<file path="config.mk">
export PLATFORM = sky130hd
export DESIGN_NAME = load_counter
export DESIGN_NICKNAME = d
export VERILOG_FILES = /design/src/rtl/load_counter_pkg.sv /design/src/rtl/load_counter_cmp.sv /design/src/rtl/load_counter.sv
export SDC_FILE = /design/constraint.sdc
export NUM_CORES = 1
export LEC_CHECK = 0
export CORE_AREA = 2 2 39 41
export CTS_CLUSTER_SIZE = 8
export DETAILED_ROUTE_END_ITERATION = 10
export DIE_AREA = 0 0 41 43
export PLACE_DENSITY = 0.54
export SETUP_SLACK_MARGIN = 0.05
export SLEW_MARGIN = 40
export SYNTH_ARGS = -nofsm -noshare
export SYNTH_HDL_FRONTEND = slang
export SYNTH_SLANG_ARGS = --single-unit
</file>
<file path="constraint.sdc">
create_clock -name clk -period 3.8 [get_ports clk]
set_clock_uncertainty 0.05 [all_clocks]
set_input_delay 0.76 -clock clk [delete_from_list [all_inputs] [get_ports clk]]
set_output_delay 0.76 -clock clk [all_outputs]
set_load 0.01 [all_outputs]
</file>
<file path="src/rtl/load_counter_pkg.sv">
// Shared definitions for the programmable terminal-count counter.
package load_counter_pkg;

    localparam int WIDTH_DEFAULT = 4;

    typedef logic [WIDTH_DEFAULT-1:0] cnt_t;

endpackage

</file>
<file path="src/rtl/load_counter_cmp.sv">
// Terminal-count detector: flags when the running count has reached or passed load.
module load_counter_cmp
    import load_counter_pkg::*;
#(
    parameter int WIDTH = WIDTH_DEFAULT
) (
    input  logic [WIDTH-1:0] count,
    input  logic [WIDTH-1:0] load,
    output logic             terminal
);

    // >= rather than == so a load lowered below the count wraps on the next edge
    // instead of running the counter all the way through 2^WIDTH.
    assign terminal = (count >= load);

endmodule

</file>
<file path="src/rtl/load_counter.sv">
// Free-running counter giving one registered out event every load+1 cycles.
// Define LOAD_COUNTER_TOGGLE_EN to make out toggle on each terminal (square wave).
module load_counter
    import load_counter_pkg::*;
#(
    parameter int WIDTH = WIDTH_DEFAULT
) (
    input  logic             clk,
    input  logic             rst,
    input  logic [WIDTH-1:0] load,
    output logic             out
);

    logic [WIDTH-1:0] count;
    logic             terminal;

    load_counter_cmp #(
        .WIDTH (WIDTH)
    ) u_cmp (
        .count    (count),
        .load     (load),
        .terminal (terminal)
    );

    // NOTE: state flops use non-blocking assignments so every flop samples
    // pre-edge values; blocking here would create order-dependent races.
    always_ff @(posedge clk or negedge rst) begin
        if (!rst) begin
            count <= '0;
            out   <= 1'b0;
        end else if (terminal) begin
            count <= '0;
`ifdef LOAD_COUNTER_TOGGLE_EN
            out   <= ~out;
`else
            out   <= 1'b1;
`endif
        end else begin
            count <= count + 1'b1;
`ifdef LOAD_COUNTER_TOGGLE_EN
            out   <= out;
`else
            out   <= 1'b0;
`endif
        end
    end

endmodule

</file>
==> impl_metrics.csv <==
group,metric,value,unit
run_status,status,"finished, final reports clean",
setup_path,cpLargestDelayFamily,"buffers and inverters",
setup_path,critical_path.startpoint,"load[3]",
setup_path,r2r_end,"out",
die,boundaryPins,7,
setup_path,crit_type,"in -> reg",
clocking,cts_resized,0,
final_layout,drive_above_1_share,0.211,
die,rows,14,
final_layout,postLayoutCellArea,415,µm²
logic_synthesis,ys_warn_count,0,
pwr,ir_drop,265,µV
logic_synthesis,synth.area.mux_share,0,
grt,grt_util_all_layers,0.0646,
logic_synthesis,synth-adder-area-share,0.202,
placement,gp_congestion,0.641,
clocking,cts_buffers,3,
clocking,clk_path_buf_depth,2,
clocking,cts_root_buf,"clkbuf_4",
clocking,clk_latency,240,ps
setup_path,cp.depth,6,
sta,grt_setup_unrepaired,"false",
route,via_per_inst,4.04,
final_layout,n_antenna_cell,0,
die,initial_utilization,0.223,
clocking,post_cts_buffers,0,
setup_path,r2r_slack,2450,ps
pwr,p_total,280,µW
clocking,clock_sinks,5,
sta,finalHoldViolCount,0,
final_layout,layout.cells.non_filler,54,
logic_synthesis,synth-xor-area-share,0.0567,
grt,grt_pass1_vias,207,
setup_path,critical_path_buf_inv_count,2,
placement,portBuffers,6,
setup_path,cpPeakStageDelay,450,ps
sta,setup_viol,0,
sta,min_period_over_period,0.521,
sta,worst_slack,1820,ps
logic_synthesis,synth.ff_latch_count,5,
setup_path,required,3870,ps
die,die_w,41,µm
logic_synthesis,syn-num-nets,39,
sta,worst_pin_slew,225,ps
setup_path,cp_slowest_cell,"clkdlybuf4s50_1",
placement,pre_cts_slack,1570,ps
die,die_area,1760,µm²
route,drc_errors,0,
setup_path,rr_worst_depth,4,
setup_path,worstSetupEndpointType,"flop",
logic_synthesis,yosysTopAreaCell,"dfrtp_1",
job,max_cap_viol_count,0,
sta,fmax,0.505,GHz
grt,overflow,0,
placement,dpl_cell_area,389,µm²
logic_synthesis,synth_top_area_frac,0.405,
placement,dp_cells,50,
sta,slew_headroom,0.850,
hold_path,worstHoldPathCells,1,
route,first_iter_violations,4,
placement,dp_hpwl,349,µm
final_layout,nFillCells,148,
logic_synthesis,synth_cell_types,13,
logic_synthesis,synth.top_cells.by_area,"dfrtp_1, ha_1, inv_1, a21oi_4, nor3_1",
sta,period_needed,1980,ps
route,drt-total-wl,452,µm
pwr,p_per_area,675,nW/µm²
sta,maxSlewViolCount,0,
setup_path,crit_chain,"clkdlybuf4s50_1 > inv_1 > ha_1 > a21oi_2 > nand2_2 > or2_1",
route,vias,218,
logic_synthesis,synth_simple_gate_area_share,0.194,
route,wire_per_inst,8.37,µm
setup_path,crit_path_start_kind,"input pin",
logic_synthesis,syn_avg_cell_area,11.0,µm²
grt,grt_pass1_wl,752,µm
logic_synthesis,synth_compound_area_frac,0.0810,
clocking,cts_tree,"built",
setup_path,critPathMaxFanout,5,
sta,setup-tns-final,0,ps
logic_synthesis,netlist_instances,28,
logic_synthesis,synth_top_family_by_area,"adder cells",
clocking,ctsHoldBuffers,0,
hold_path,hp-class,"reg -> reg",
clocking,path_clk_slew,40,ps
setup_path,cp-endpoint,"out",
grt,grt_max_degree,6,
die,fp.coreArea,1380,µm²
setup_path,r2r_start,"count[3]",
route,ant_nets,0,
clocking,htree_levels,1,
die,die_h,43,µm
pwr,leakagePower,0.000203,µW
setup_path,crit_arrival,2050,ps
route,dr.pass1.iters,2,
final_layout,nets,50,
final_layout,area_growth,34.4,%
logic_synthesis,ys_seq_area_frac,0.405,
logic_synthesis,synth_area,309,µm²
grt,grt_antenna_before_repair,0,
## where the power goes
part | switching (µW) | leakage (µW) | internal (µW)
Clock | 21.9 | 0.0000150 | 39.7
Sequential | 18.1 | 0.0000637 | 77.6
Combinational | 59.4 | 0.000124 | 63.4
Total | 99.5 | 0.000203 | 181
## cells by family (layout without fill, tap and decap cells)
group | after synthesis | in the layout
AO/OA/AOI/OAI | 2 | 2
XOR/XNOR | 2 | 2
adder cells (fa/ha/maj) | 5 | 5
buffers and inverters | 5 | 15
flip-flops | 5 | 5
AND/OR/NAND/NOR | 9 | 9
## sequential cells by signal (all words and copies together), names as in the netlist
signal,flops
count,4
out,1
## per-stage QoR
step           hold WS [ps]  utilization
6_report                450        0.300
5_1_grt                 498        0.300
4_1_cts                 452        0.300
3_5_place_dp            446        0.281
3_3_place_gp            450        0.281
2_1_floorplan           411            -
## layer usage
layer	global-route usage	share of wire	up-vias	routed length [µm]
met5	0	0	-	0
met4	0.0600	0	0	0
met3	0.0157	0.046	0	21
met2	0.0844	0.46	4	208
met1	0.0820	0.49	100	222
li1	-	-	114	-
## worst min path at each step
| stage | slack [ps] | startpoint | end |
|---|---|---|---|
| global placement | 450 | count[0] | count[0] |
| detailed placement | 450 | count[0] | count[0] |
| floorplan | 410 | rst | count[0] |
| global route | 500 | count[0] | count[0] |
| CTS | 450 | count[0] | count[0] |
| finish | 450 | count[0] | count[0] |
## cell usage in the layout, fill, tap and decap left out, types with 2 or more instances in the layout
cell,instances
clkbuf_4,3
clkdlybuf4s50_1,6
dfrtp_1,5
ha_1,5
inv_1,5
nand3_1,2
nor3_1,3
## cell usage after synthesis
| library cell | n |
|---|---|
| nand3_2 | 1 |
| ha_1 | 5 |
| inv_1 | 5 |
| a21oi_2 | 1 |
| nor3_1 | 3 |
| xor2_1 | 1 |
| nor3b_2 | 1 |
| xnor2_1 | 1 |
| nand2_2 | 1 |
| dfrtp_1 | 5 |
| or2_1 | 1 |
| nand3_1 | 2 |
| a21oi_4 | 1 |
## final cells by class
cell class | instances | area, µm² | share of cell area
well taps | 16 | 20.0 | 0.0482
inverters | 5 | 18.8 | 0.0452
multi-input cells | 18 | 165 | 0.398
clock buffers | 4 | 26.3 | 0.0633
repair buffers | 6 | 60.1 | 0.145
flip-flops and latches | 5 | 125 | 0.301
Note: power is estimated with default switching activity, not from simulation.
